==> src/rtl/block_stat_scheduler.sv <==
// Purpose: sequences the shared block-statistics RAM (segment accumulate, backlight readout, per-frame bank clear).
// Latency: an accumulate takes 2 RAM cycles (read, then write); a readout acks 2 cycles after rd_req when the RAM is idle.
// Backpressure: rd_req is held until rd_ack; one segment can be pending, and an extra segment is dropped and sets seg_ovf.
// Optional: define SCHED_DROP_CNT_EN to add the saturating drop_cnt output.
module block_stat_scheduler #(
    parameter int H_BLOCKS = 40,
    parameter int V_BLOCKS = 20,
    parameter int SEG_W    = 13,
    parameter int ACC_W    = 19,
    parameter int ADDR_W   = 11
) (
    input  logic              pclk,
    input  logic              rst,
    input  logic              vs,
    input  logic              seg_valid,
    input  logic [5:0]        seg_block_h,
    input  logic [5:0]        seg_block_v,
    input  logic [SEG_W-1:0]  seg_sum,
    input  logic              rd_req,
    input  logic [9:0]        rd_idx,
    output logic              rd_ack,
    output logic [ACC_W-1:0]  rd_data,
    output logic              ram_en,
    output logic              ram_we,
    output logic [ADDR_W-1:0] ram_addr,
    output logic [ACC_W-1:0]  ram_wdata,
    input  logic [ACC_W-1:0]  ram_rdata,
    output logic              frame_done,
    output logic              bank,
`ifdef SCHED_DROP_CNT_EN
    output logic [15:0]       drop_cnt,
`endif
    output logic              seg_ovf
);

    localparam int IDX_W = ADDR_W - 1;
    localparam int N_BLK = H_BLOCKS * V_BLOCKS;
    localparam logic [5:0]       H_MAX    = 6'(H_BLOCKS);
    localparam logic [5:0]       V_MAX    = 6'(V_BLOCKS);
    localparam logic [IDX_W-1:0] LAST_IDX = IDX_W'(N_BLK - 1);

    typedef struct packed {
        logic [IDX_W-1:0] idx;
        logic [SEG_W-1:0] sum;
    } seg_t;

    typedef enum logic [2:0] {
        S_IDLE, S_CLEAR, S_READY, S_ACC_RD, S_ACC_WR, S_RD_WAIT
    } state_t;

    state_t            state_q, state_d;
    logic              bank_q, bank_d;
    logic              frame_done_q, frame_done_d;
    logic              vs_q;
    logic              vs_flag_q, vs_flag_d;
    logic              pend_vld_q, pend_vld_d;
    seg_t              pend_q, pend_d;
    seg_t              wk_q, wk_d;
    logic [IDX_W-1:0]  clr_idx_q, clr_idx_d;
    logic              rd_inflight_q, rd_inflight_d;
    logic              rd_ack_q, rd_ack_d;
    logic [ACC_W-1:0]  rd_data_q, rd_data_d;
    logic              seg_ovf_q, seg_ovf_d;
    logic [15:0]       drop_cnt_q, drop_cnt_d;

    logic              vs_rise, seg_in_range, seg_ok, seg_taken, seg_drop;
    logic              launch, consume, rd_go, rd_issue, toggle;
    logic [IDX_W-1:0]  seg_h_m1, seg_v_m1;
    seg_t              seg_in;

    // Decode the incoming segment into a block index and validate its coordinates.
    always_comb begin
        seg_h_m1     = IDX_W'(seg_block_h) - IDX_W'(1);
        seg_v_m1     = IDX_W'(seg_block_v) - IDX_W'(1);
        seg_in.idx   = IDX_W'(seg_v_m1 * IDX_W'(H_BLOCKS) + seg_h_m1);
        seg_in.sum   = seg_sum;
        seg_in_range = (seg_block_h != 6'd0) && (seg_block_h <= H_MAX) &&
                       (seg_block_v != 6'd0) && (seg_block_v <= V_MAX);
        seg_ok       = seg_valid && seg_in_range &&
                       (state_q != S_IDLE) && (state_q != S_CLEAR);
        vs_rise      = vs && !vs_q;
        // A request whose ack is in flight or showing this cycle must not be served twice.
        rd_go        = rd_req && !rd_inflight_q && !rd_ack_q;
    end

    // Next-state, RAM port and pending-buffer logic.
    always_comb begin
        state_d    = state_q;
        clr_idx_d  = clr_idx_q;
        wk_d       = wk_q;
        vs_flag_d  = vs_flag_q;
        ram_en     = 1'b0;
        ram_we     = 1'b0;
        ram_addr   = '0;
        ram_wdata  = '0;
        launch     = 1'b0;
        rd_issue   = 1'b0;
        toggle     = 1'b0;

        // Frame edges are remembered while working; edges during CLEAR are ignored.
        if (vs_rise && (state_q != S_IDLE) && (state_q != S_CLEAR)) begin
            vs_flag_d = 1'b1;
        end

        case (state_q)
            S_IDLE: begin
                if (vs_rise) begin
                    toggle    = 1'b1;
                    clr_idx_d = '0;
                    state_d   = S_CLEAR;
                end
            end
            S_CLEAR: begin
                if (rd_go) begin
                    // Readout steals the port; the clear step pauses this cycle.
                    ram_en   = 1'b1;
                    ram_addr = {~bank_q, rd_idx};
                    rd_issue = 1'b1;
                end else begin
                    ram_en   = 1'b1;
                    ram_we   = 1'b1;
                    ram_addr = {bank_q, clr_idx_q};
                    if (clr_idx_q == LAST_IDX) begin
                        state_d = S_READY;
                    end else begin
                        clr_idx_d = clr_idx_q + IDX_W'(1);
                    end
                end
            end
            S_READY: begin
                // A segment arriving this cycle counts as pending so it beats rd_req.
                if (pend_vld_q || seg_ok) begin
                    launch  = 1'b1;
                    wk_d    = pend_vld_q ? pend_q : seg_in;
                    state_d = S_ACC_RD;
                end else if (vs_flag_q) begin
                    toggle    = 1'b1;
                    vs_flag_d = 1'b0;
                    clr_idx_d = '0;
                    state_d   = S_CLEAR;
                end else if (rd_go) begin
                    ram_en   = 1'b1;
                    ram_addr = {~bank_q, rd_idx};
                    rd_issue = 1'b1;
                    state_d  = S_RD_WAIT;
                end
            end
            S_ACC_RD: begin
                ram_en   = 1'b1;
                ram_addr = {bank_q, wk_q.idx};
                state_d  = S_ACC_WR;
            end
            S_ACC_WR: begin
                ram_en    = 1'b1;
                ram_we    = 1'b1;
                ram_addr  = {bank_q, wk_q.idx};
                ram_wdata = ram_rdata + {{(ACC_W-SEG_W){1'b0}}, wk_q.sum};
                state_d   = S_READY;
            end
            S_RD_WAIT: begin
                state_d = S_READY;
            end
            default: begin
                state_d = S_IDLE;
            end
        endcase
    end

    // Pending buffer, drop accounting, readout capture and bank bookkeeping.
    always_comb begin
        consume    = launch && pend_vld_q;
        seg_taken  = seg_ok && (!pend_vld_q || consume);
        seg_drop   = seg_valid && !seg_taken;
        pend_vld_d = pend_vld_q && !consume;
        pend_d     = pend_q;
        // A segment that launched straight from the input bypasses the buffer.
        if (seg_taken && !(launch && !pend_vld_q)) begin
            pend_vld_d = 1'b1;
            pend_d     = seg_in;
        end
        seg_ovf_d     = seg_ovf_q || seg_drop;
        drop_cnt_d    = drop_cnt_q;
        if (toggle) begin
            drop_cnt_d = '0;
        end else if (seg_drop && (drop_cnt_q != 16'hFFFF)) begin
            drop_cnt_d = drop_cnt_q + 16'd1;
        end
        rd_inflight_d = rd_issue;
        rd_ack_d      = rd_inflight_q;
        rd_data_d     = rd_inflight_q ? ram_rdata : rd_data_q;
        frame_done_d  = toggle;
        bank_d        = bank_q ^ toggle;
    end

    // State registers; reset aborts any operation in progress.
    always_ff @(posedge pclk or posedge rst) begin
        if (rst) begin
            state_q       <= S_IDLE;
            bank_q        <= 1'b0;
            frame_done_q  <= 1'b0;
            vs_q          <= 1'b0;
            vs_flag_q     <= 1'b0;
            pend_vld_q    <= 1'b0;
            pend_q        <= '0;
            wk_q          <= '0;
            clr_idx_q     <= '0;
            rd_inflight_q <= 1'b0;
            rd_ack_q      <= 1'b0;
            rd_data_q     <= '0;
            seg_ovf_q     <= 1'b0;
            drop_cnt_q    <= '0;
        end else begin
            state_q       <= state_d;
            bank_q        <= bank_d;
            frame_done_q  <= frame_done_d;
            vs_q          <= vs;
            vs_flag_q     <= vs_flag_d;
            pend_vld_q    <= pend_vld_d;
            pend_q        <= pend_d;
            wk_q          <= wk_d;
            clr_idx_q     <= clr_idx_d;
            rd_inflight_q <= rd_inflight_d;
            rd_ack_q      <= rd_ack_d;
            rd_data_q     <= rd_data_d;
            seg_ovf_q     <= seg_ovf_d;
            drop_cnt_q    <= drop_cnt_d;
        end
    end

    assign rd_ack     = rd_ack_q;
    assign rd_data    = rd_data_q;
    assign frame_done = frame_done_q;
    assign bank       = bank_q;
    assign seg_ovf    = seg_ovf_q;
`ifdef SCHED_DROP_CNT_EN
    assign drop_cnt   = drop_cnt_q;
`else
    logic unused_drop_cnt;
    assign unused_drop_cnt = ^drop_cnt_q;
`endif

endmodule

==> config.mk <==
export PLATFORM = sky130hd
export DESIGN_NAME = block_stat_scheduler
export DESIGN_NICKNAME = d
export VERILOG_FILES = /design/src/rtl/block_stat_scheduler.sv
export SDC_FILE = /design/constraint.sdc
export NUM_CORES = 1
export LEC_CHECK = 0
export BUFFER_PORTS_ARGS = -buffer_cell sky130_fd_sc_hd__buf_2
export CORE_MARGIN = 1.5
export CORE_UTILIZATION = 60
export DETAILED_ROUTE_END_ITERATION = 8
export PLACE_DENSITY = 0.86
export SETUP_SLACK_MARGIN = 0.1
export SLEW_MARGIN = 20
export SYNTH_ARGS = -nofsm -noshare
export SYNTH_HDL_FRONTEND = slang
export SYNTH_SLANG_ARGS = --single-unit
==> constraint.sdc <==
create_clock -name pclk -period 5.1 [get_ports pclk]
set_clock_uncertainty 0.1 [all_clocks]
set_input_delay 1.02 -clock pclk [delete_from_list [all_inputs] [get_ports pclk]]
set_output_delay 1.02 -clock pclk [all_outputs]
set_load 0.005 [all_outputs]
==> results of run 1 <==
## flip-flops by register name, indices dropped and copies added (netlist names)
| signal | count |
|---|---|
| pend_vld_q | 1 |
| state_q | 3 |
| bank | 1 |
| rd_data | 19 |
| seg_ovf | 1 |
| rd_ack | 1 |
| vs_q | 1 |
| wk_q | 23 |
| vs_flag_q | 1 |
| clr_idx_q | 10 |
| pend_q | 23 |
| rd_ack_d | 1 |
| frame_done | 1 |
## synth_stat cells (3+ instances only)
| master | instances | share of area, % |
|---|---|---|
| sky130_fd_sc_hd__and2_1 | 3 | 0.34 |
| sky130_fd_sc_hd__nor2_1 | 49 | 3.4 |
| sky130_fd_sc_hd__xor2_1 | 13 | 2.1 |
| sky130_fd_sc_hd__ha_1 | 32 | 7.4 |
| sky130_fd_sc_hd__o21bai_1 | 4 | 0.55 |
| sky130_fd_sc_hd__inv_1 | 26 | 1.8 |
| sky130_fd_sc_hd__nand2b_1 | 4 | 0.46 |
| sky130_fd_sc_hd__a21o_1 | 11 | 1.5 |
| sky130_fd_sc_hd__or3b_2 | 3 | 0.48 |
| sky130_fd_sc_hd__nand2_1 | 32 | 2.2 |
| sky130_fd_sc_hd__dfrtp_1 | 86 | 40 |
| sky130_fd_sc_hd__buf_6 | 3 | 0.62 |
| sky130_fd_sc_hd__nor3_1 | 11 | 1.0 |
| sky130_fd_sc_hd__mux2_2 | 44 | 9.1 |
| sky130_fd_sc_hd__a21oi_1 | 26 | 2.4 |
| sky130_fd_sc_hd__xnor2_1 | 17 | 2.7 |
| sky130_fd_sc_hd__nor2b_1 | 4 | 0.46 |
| sky130_fd_sc_hd__nand3_1 | 9 | 0.83 |
| sky130_fd_sc_hd__clkbuf_1 | 18 | 1.2 |
| sky130_fd_sc_hd__and3_1 | 7 | 0.80 |
| sky130_fd_sc_hd__a31o_2 | 3 | 0.48 |
| sky130_fd_sc_hd__fa_1 | 3 | 1.1 |
| sky130_fd_sc_hd__o21ai_0 | 49 | 4.5 |
| sky130_fd_sc_hd__a221o_1 | 11 | 2.0 |
| sky130_fd_sc_hd__a31oi_1 | 12 | 1.4 |
| sky130_fd_sc_hd__mux2i_1 | 19 | 3.5 |
| sky130_fd_sc_hd__a22oi_1 | 10 | 1.4 |
| sky130_fd_sc_hd__o21a_1 | 3 | 0.41 |
## power by group
group / internal [mW] / switching, mW
combinational: 0.244 / 0.249
clock: 0.294 / 0.264
sequential: 0.755 / 0.0876
## metal layers
| layer | vias to the layer above | share of wire, % |
|---|---|---|
| met5 | - | 0 |
| met4 | 0 | 1.4 |
| met3 | 22 | 6.4 |
| met2 | 202 | 48 |
| met1 | 2265 | 44 |
| li1 | 2192 | - |
## through the flow
stage / cells / worst slack (ps) / utilization (%) / power [mW] / instance area [sq um]
after floorplan: 548 / 921 / - / 1.15 / 5440
after global placement: 749 / 536 / 69.1 / 1.31 / 6050
after detailed placement: 749 / 469 / 69.1 / 1.34 / 6050
after CTS: 765 / 449 / 71.7 / 1.90 / 6280
after global routing: 765 / 261 / 71.7 / 2.00 / 6280
final: 765 / 450 / 71.7 / 1.89 / 6280
## worst max-delay path, cell delays in order
cell and delay, ps:
sky130_fd_sc_hd__buf_2 100, sky130_fd_sc_hd__ha_1 230, sky130_fd_sc_hd__fa_1 410, sky130_fd_sc_hd__a21o_1 200
sky130_fd_sc_hd__a221o_1 350, sky130_fd_sc_hd__a221oi_1 430, sky130_fd_sc_hd__o21ai_0 320, sky130_fd_sc_hd__a21oi_1 240
sky130_fd_sc_hd__a31o_2 120, sky130_fd_sc_hd__buf_2 100
## worst paths after layout
check                                            from                  endpoint  cells after the start
worst max-delay path                     ram_rdata[0]             ram_wdata[14]                     10
worst min-delay path            pend_q[9]$_DFFE_PP0P_     pend_q[9]$_DFFE_PP0P_                      1
worst max register to register     rd_ack_d$_DFF_PP0_  clr_idx_q[8]$_DFFE_PP0P_                      6
worst min register to register  pend_q[9]$_DFFE_PP0P_     pend_q[9]$_DFFE_PP0P_                      1
max in group asynchronous                         rst     pend_q[0]$_DFFE_PP0P_                      3
min in group asynchronous                         rst  clr_idx_q[3]$_DFFE_PP0P_                      2
## logic make-up (layout without fill, tap and decap cells)
kind of cell,Yosys count,count (layout),share of synthesized area (%)
adder cells (fa/ha/maj),36,36,8.65
AND/OR/NAND/NOR,132,132,11.7
buffers and inverters,50,159,3.98
XOR/XNOR,30,30,4.83
AO/OA/AOI/OAI,150,150,18.5
multiplexers,64,64,12.8
flip-flops,86,86,39.5
## cell type report
class	count	area, sq um	share of cell area (%)
multi-input combinational	412	3070	48.9
clock inverter	6	91.3	1.45
sequential	86	2150	34.2
clock buffer	10	138	2.19
inverter	26	98.8	1.57
timing repair buffer	117	596	9.48
tap	108	135	2.15
==> reports/summary.txt, run 1 <==
Worst slew pin tran - 859 ps
Number of maximum-capacitance constraint violations - 0
Count of H-tree levels built during CTS - 3
F_max - 0.215 GHz
Register-to-Register Setup Slack - 1800 ps
Most common flop cell mapped by yosys - sky130_fd_sc_hd__dfrtp_1
Period utilisation layout - 91.2%
Remaining global-route overflow - 0
Area Overhead vs Synth - 15.5%
Number of synthesis warnings - 0
Number of sinks driven by the clock tree - 86
Standard cell core area - 0.00876 sq mm
Final setup violation count - 0
Worst skew pair latency - 360 ps
Critical Path Sink Type - primary output
Type of element launching the critical path - primary input
Die width - 98.2 um
Drt drc - 0
Clock root buffer master - sky130_fd_sc_hd__clkbuf_8
Post-CTS resize count - 0
Detailed-router iteration count before antenna repair - 5
Avg Inst Size Synth - 9.93 sq um
Buffers added on ports - 113
Unrepaired setup endpoints after global routing - no
FFs w/ async S/R, synth - 100%
Largest net degree at the start of global routing - 54
Y dimension of the die - 98.2 um
DR vias - 4681
Die ar. - 0.00965 sq mm
Worst-case headroom to the max-slew limit - 42.7%
Std cell rows - 34
GR peak layer - met2
Number of nets produced by synthesis - 642
Setup bufs post-CTS - 0
P per Cell Area - 301 mW/mm^2
Outcome - complete, no violations
Wirelength, routed - 13000 um
Fillers - 656
Count of pins on the block boundary - 114
Grt met2 use - 44.9%
Commonest non-fill, non-tap cell in the layout - sky130_fd_sc_hd__buf_2
Initial core utilization - 62.1%
Worst-path clk slew - 90 ps
Hold bufs inserted after CTS - 0
Synthesized instance count - 548
Crit path required time - 3980 ps
Number of routed nets with antenna violations - 0
CTS tree - yes
Type of the most critical hold path - flip-flop to flip-flop
EDFF count, synth - 0
Tmin final - 4650 ps
Final-report max-slew violation count - 0
Vias in the first global route - 4482
Net count reported at finish - 746
Count of final hold-check violations - 0
Arrival time worst endpoint - 3530 ps
Setup_tns - 0 ps
Proportion of synthesized chip area in sequential cells - 39.5%
Maximum count of clock buffers along a single path - 2
Starting DRT DRC Count - 283
Leakage Power - 3.13 nW
Weighted congestion reported at the end of routability-driven placement - 0.942
GR Layer Usage met3 - 4.72%
HPWL after detailed placement - 9580 um
Met1 Resource Use GR - 37.8%
Maximum fanout along the worst path - 6
Antenna diode count - 0
Number of synthesized register bits - 86
Netlist Area Pre-Place - 0.00544 sq mm
Hold WS - 400 ps
CTS Buf Count - 9
Via count normalized by instance count - 6.12
WL/cell - 16.9 um
Wire length of the first global-routing pass - 21500 um
Ratio of cells with drive above 1 in the final layout - 29.4%
Top library cells by usage in the layout, fill and taps aside - sky130_fd_sc_hd__buf_2 (113), sky130_fd_sc_hd__dfrtp_1 (86), sky130_fd_sc_hd__nor2_1 (49), sky130_fd_sc_hd__o21ai_0 (49), sky130_fd_sc_hd__mux2_2 (44)
Largest voltage drop on the vdd net - 0.130 mV
Path type of the worst setup path - primary input to primary output
Distinct cells, synth - 57
Initial antenna violation count - 0
GR Util All Layers - 27.5%
(Power assumes the default switching activity.)
==> inputs of run 2 (changes only) <==
--- a/config.mk
+++ b/config.mk
@@ -9,6 +9,7 @@
 export CORE_MARGIN = 1.5
 export CORE_UTILIZATION = 60
 export DETAILED_ROUTE_END_ITERATION = 8
+export GPL_TIMING_DRIVEN = 0
 export PLACE_DENSITY = 0.86
 export SETUP_SLACK_MARGIN = 0.1
 export SLEW_MARGIN = 20
==> run 2 against run 1 <==
Effect of this change:
- global-route usage is 0.57 points higher
- via count is 3.1% higher
- total power is 2.1% lower
- wire length increased by 4.5%
==> reports/summary.txt, run 2 (synthesized netlist as in run 1, its figures left out) <==
F_max - 0.210 GHz
CTS tree - yes
Longest individual stage delay on the worst path - 480 ps
Critical-path cell list - buf_2 -> ha_1 -> fa_1 -> a21o_1 -> a221o_1 -> a221oi_1 -> o21ai_0 -> a21oi_1 -> a31o_2 -> buf_2
Setup bufs post-CTS - 0
P per Cell Area - 291 mW/mm^2
Worst-path clk slew - 100 ps
Initial antenna violation count - 0
Count of final hold-check violations - 0
Most frequent cell on the critical path - sky130_fd_sc_hd__buf_2
Crit path required time - 3980 ps
Number of buffers and inverters on the critical path - 2
Commonest non-fill, non-tap cell in the layout - sky130_fd_sc_hd__buf_2
Buffers added on ports - 113
Vias in the first global route - 4657
Area Overhead vs Synth - 17.2%
Count of H-tree levels built during CTS - 3
Die width - 98.2 um
Count of pins on the block boundary - 114
Largest voltage drop on the vdd net - 0.139 mV
Drt drc - 0
DR vias - 4828
Remaining global-route overflow - 0
Combinational share of power - 27.4%
Clock root buffer master - sky130_fd_sc_hd__clkbuf_8
Number of routed nets with antenna violations - 0
Initial core utilization - 62.1%
Std cell rows - 34
Largest net degree at the start of global routing - 62
Worst-case headroom to the max-slew limit - 53.3%
Post-CTS resize count - 0
Starting DRT DRC Count - 311
Net load switching power - 0.616 mW
Via count normalized by instance count - 6.14
Final setup violation count - 0
Setup_tns - 0 ps
Ratio of cells with drive above 1 in the final layout - 28.9%
Hold bufs inserted after CTS - 0
Slowest cell on the critical path - sky130_fd_sc_hd__a221oi_1
Type of element launching the critical path - primary input
Clock power frac - 27.5%
Leakage Power - 3.15 nW
HPWL after detailed placement - 10300 um
Y dimension of the die - 98.2 um
Worst slew pin tran - 701 ps
Path type of the worst setup path - primary input to primary output
Detailed-router iteration count before antenna repair - 5
Antenna diode count - 0
Number of maximum-capacitance constraint violations - 0
Wirelength, routed - 13600 um
Maximum fanout along the worst path - 6
Weighted congestion reported at the end of routability-driven placement - 0.883
Standard cell core area - 0.00876 sq mm
Number of instances in the placed design - 770
Final-report max-slew violation count - 0
Power Internal - 1.24 mW
Total Power - 1.85 mW
Part of the total power dissipated in sequential elements - 45.1%
Critical Path Sink Type - primary output
Unrepaired setup endpoints after global routing - no
Period utilisation layout - 93.6%
Non-filler instance count after layout - 786
GR Util All Layers - 28.0%
CTS Buf Count - 9
Die ar. - 0.00965 sq mm
Number of cells traversed by the worst hold path - 0
R2R cell count - 7
Switch share - 33.2%
Maximum count of clock buffers along a single path - 2
Arrival time worst endpoint - 3650 ps
Top library cells by usage in the layout, fill and taps aside - sky130_fd_sc_hd__buf_2 (115), sky130_fd_sc_hd__dfrtp_1 (86), sky130_fd_sc_hd__nor2_1 (49), sky130_fd_sc_hd__o21ai_0 (49), sky130_fd_sc_hd__mux2_2 (44)
Family with the most delay on the worst path - compound AO/OA/AOI/OAI gates
WL/cell - 17.2 um
Type of the most critical hold path - flip-flop to flip-flop
Worst skew pair latency - 370 ps
Wire length of the first global-routing pass - 22000 um
Tmin final - 4770 ps
Net count reported at finish - 767
CP Depth - 10
Number of sinks driven by the clock tree - 86
Outcome - complete, no violations
[run 2: cell types whose count changed in the layout (fill, tap and decap cells not counted), sizes merged]
cell	change
buf	+3
clkbuf	+17
bufinv	-1
inv	+1
clkinvlp	+1
[run 2: layer usage]
metal,global-route usage [%],part of all wire (%)
met3,4.65,7.8
met2,46.7,49
met5,0,0
met4,9.10,2.1
met1,37.5,42
[run 2: worst paths after layout]
path / startpoint / end / slack (ps)
max: ram_rdata[0] / ram_wdata[16] / 330
min: rd_ack_d$_DFF_PP0_ / rd_ack$_DFF_PP0_ / 320
max reg2reg: state_q[2]$_DFFE_PP0P_ / clr_idx_q[4]$_DFFE_PP0P_ / 2540
min reg2reg: rd_ack_d$_DFF_PP0_ / rd_ack$_DFF_PP0_ / 320
max in group asynchronous: rst / pend_q[0]$_DFFE_PP0P_ / 3760
min in group asynchronous: rst / clr_idx_q[2]$_DFFE_PP0P_ / 510
[run 2: power by group through the flow]
stage | clock network (mW) | logic [mW] | registers, mW
finish | 0.509 | 0.508 | 0.836
CTS | 0.508 | 0.505 | 0.832
global placement | 0 | 0.473 | 0.838
global route | 0.538 | 0.560 | 0.846
floorplan | 0 | 0.320 | 0.831
detailed placement | 0 | 0.500 | 0.843
[run 2: area by class of cell]
type | instances | area, sq um
multi-input cells | 412 | 3070
fillers | 644 | 2390
flip-flops and latches | 86 | 2150
repair buffers | 114 | 593
well taps | 108 | 135
clock buffers | 9 | 124
plain buffers | 24 | 119
inverters | 26 | 100
clock inverters | 7 | 80.1
[run 2: through the flow]
stage / utilization (%) / hold slack (ps) / cell area (sq um) / worst slack (ps)
2_1_floorplan: - / 265 / 5440 / 921
5_1_grt: 72.8 / 326 / 6380 / 106
4_1_cts: 72.8 / 326 / 6380 / 372
6_report: 72.8 / 319 / 6380 / 328
3_5_place_dp: 70.4 / 303 / 6170 / 373
3_3_place_gp: 70.1 / 278 / 6140 / 491
==> inputs of run 3 (changes only) <==
--- a/config.mk
+++ b/config.mk
@@ -6,11 +6,13 @@
 export NUM_CORES = 1
 export LEC_CHECK = 0
 export BUFFER_PORTS_ARGS = -buffer_cell sky130_fd_sc_hd__buf_2
+export CELL_PAD_IN_SITES_DETAIL_PLACEMENT = 0
+export CELL_PAD_IN_SITES_GLOBAL_PLACEMENT = 1
 export CORE_MARGIN = 1.5
-export CORE_UTILIZATION = 60
+export CORE_UTILIZATION = 38
 export DETAILED_ROUTE_END_ITERATION = 8
 export GPL_TIMING_DRIVEN = 0
-export PLACE_DENSITY = 0.86
+export PLACE_DENSITY_LB_ADDON = 0.1
 export SETUP_SLACK_MARGIN = 0.1
 export SLEW_MARGIN = 20
 export SYNTH_ARGS = -nofsm -noshare
==> constraint.sdc (replaced) <==
create_clock -name pclk -period 4.3 [get_ports pclk]
set_clock_uncertainty 0.1 [all_clocks]
set_input_delay 0.86 -clock pclk [delete_from_list [all_inputs] [get_ports pclk]]
set_output_delay 0.86 -clock pclk [all_outputs]
set_load 0.005 [all_outputs]
==> run 3 against run 2 <==
Effect of this change:
- total power up 32%
- hold slack worse by 18 ps
- wire length increased by 3.6%
- utilization decreased by 25 points
- non-clock buffer count did not move
- final area up 3.7%
- combinational power is 15% higher
- count of clock-buffer cells in the layout unchanged
- sequential power rose by 18%
- worst setup slack got worse by 60 ps
- clock power increased by 71%
- critical path depth unchanged
- critical path type unchanged
- largest cell class unchanged
==> reports/summary.txt, run 3 (synthesized netlist as in run 1, its figures left out) <==
Met1 Wirelength - 6870 um
Top Layer Used - met4
Unrepaired setup endpoints after global routing - no
Worst-case headroom to the max-slew limit - 50.0%
Initial core utilization - 39.1%
Ratio of cells with drive above 1 in the final layout - 29.2%
Combinational share of power - 23.9%
Largest net degree at the start of global routing - 53
Detailed-router iteration count before antenna repair - 4
Largest voltage drop on the vdd net - 0.182 mV
Outcome - complete, no violations
Wire length of the first global-routing pass - 22100 um
Fillers - 1338
Placed cell areas - 0.00626 sq mm
Power Internal - 1.71 mW
Switch share - 30.3%
Vias in the first global route - 4291
Number of maximum-capacitance constraint violations - 0
Leakage Power - 3.22 nW
Wirelength, routed - 14000 um
R2R cell count - 6
Weighted congestion reported at the end of routability-driven placement - 0.798
Number of cells traversed by the worst hold path - 0
DR vias - 4546
Final standard cell area without fillers - 0.00661 sq mm
Arrival time worst endpoint - 3070 ps
Std cell rows - 43
Crit path required time - 3340 ps
Critical Path Sink Type - primary output
Count of final hold-check violations - 0
Count of pins on the block boundary - 114
Top library cells by usage in the layout, fill and taps aside - sky130_fd_sc_hd__buf_2 (115), sky130_fd_sc_hd__dfrtp_1 (86), sky130_fd_sc_hd__nor2_1 (49)
Maximum count of clock buffers along a single path - 2
Count of H-tree levels built during CTS - 3
Pre-CTS WS - -80.3 ps
Capture instance of the worst register-to-register path - pend_q[12]$_DFFE_PP0P_
CTS tree - yes
Antenna diode count - 0
Drt drc - 0
Net count reported at finish - 767
Worst-path clk slew - 60 ps
GR Util All Layers - 19.2%
Number of sinks driven by the clock tree - 86
Worst Hold End - rd_ack$_DFF_PP0_
Part of the total power dissipated in sequential elements - 40.5%
Register-to-Register Setup Slack - 1670 ps
Maximum fanout along the worst path - 6
Via count normalized by instance count - 5.30
Post-route worst setup slack - 267 ps
Worst skew pair latency - 340 ps
Worst slew pin tran - 747 ps
Reg-to-reg critical path startpoint - state_q[1]$_DFFE_PP0P_
F_max - 0.248 GHz
Type of the most critical hold path - flip-flop to flip-flop
Starting DRT DRC Count - 326
Commonest non-fill, non-tap cell in the layout - sky130_fd_sc_hd__buf_2
Die ar. - 0.0150 sq mm
Die width - 123 um
Final-report max-slew violation count - 0
Net load switching power - 0.740 mW
Number of routed nets with antenna violations - 0
Tmin final - 4030 ps
Area Overhead vs Synth - 21.5%
Startpoint of the most critical hold path - rd_ack_d$_DFF_PP0_
Buffers added on ports - 113
CTS Buf Count - 9
Y dimension of the die - 123 um
Setup bufs post-CTS - 0
Met3 wirelength from detailed routing - 703 um
Clock power frac - 35.6%
Period utilisation layout - 93.8%
Routed wire length on met2 - 6320 um
Remaining global-route overflow - 0
Path type of the worst setup path - primary input to primary output
WL/cell - 16.4 um
Type of element launching the critical path - primary input
P per Cell Area - 370 mW/mm^2
HPWL after detailed placement - 11000 um
Final setup violation count - 0
Initial antenna violation count - 0
Clock root buffer master - sky130_fd_sc_hd__clkbuf_16
Standard cell core area - 0.0139 sq mm
run 3: per-stage QoR:
| stage | cells | hold slack (ps) | power [mW] | utilization (%) | TNS (ps) |
|---|---|---|---|---|---|
| final | 858 | 302 | 2.45 | 47.5 | 0 |
| after global routing | 858 | 323 | 2.61 | 47.5 | 0 |
| after CTS | 858 | 307 | 2.48 | 47.3 | 0 |
| after detailed placement | 842 | 285 | 1.60 | 44.9 | -211 |
| after global placement | 841 | 285 | 1.57 | 44.7 | -2170 |
| after floorplan | 548 | 265 | 1.36 | - | 0 |
run 3: worst max-delay path by stage:
| stage | startpoint | endpoint |
|---|---|---|
| floorplan | ram_rdata[0] | ram_wdata[14] |
| global placement | ram_rdata[0] | ram_wdata[14] |
| detailed placement | ram_rdata[0] | ram_wdata[16] |
| CTS | ram_rdata[0] | ram_wdata[14] |
| global route | ram_rdata[0] | ram_wdata[16] |
| finish | ram_rdata[0] | ram_wdata[16] |
run 3: cell type report:
cell class              instances  area [sq um]  area share (%)
plain buffers                  24           119            1.80
clock buffers                   9           225            3.41
clock inverters                 7           104            1.57
inverters                      26           100            1.51
multi-input cells             412          3090            46.8
flip-flops and latches         86          2150            32.5
well taps                     180           225            3.41
repair buffers                114           593            8.97
run 3: power by group through the flow:
| stage | registers (mW) | logic [mW] | clock network, mW |
|---|---|---|---|
| final | 0.990 | 0.586 | 0.871 |
| after global routing | 1.00 | 0.672 | 0.933 |
| after detailed placement | 1.00 | 0.594 | 0 |
| after global placement | 1.00 | 0.573 | 0 |
| after floorplan | 0.985 | 0.379 | 0 |
| after CTS | 0.988 | 0.595 | 0.896 |
run 3: timing repair:
action                                  4_1_cts  5_1_grt
endpoints found under the setup margin        3        2
hold buffers                                  0        0
resized for setup                             2        2
run 3: per-layer routing:
metal,up-vias,GRT usage (%)
met1,2183,27.5
met4,0,5.67
met3,9,3.53
met5,-,0
met2,101,29.4
li1,2253,-
run 3: worst max-delay path: stages:
cell and delay [ps]:
sky130_fd_sc_hd__buf_2 110, sky130_fd_sc_hd__ha_1 220, sky130_fd_sc_hd__fa_1 410, sky130_fd_sc_hd__a21o_1 200, sky130_fd_sc_hd__a221o_1 380, sky130_fd_sc_hd__a221oi_4 320
sky130_fd_sc_hd__o21ai_2 150, sky130_fd_sc_hd__a21oi_1 180, sky130_fd_sc_hd__a31o_2 130, sky130_fd_sc_hd__buf_2 110
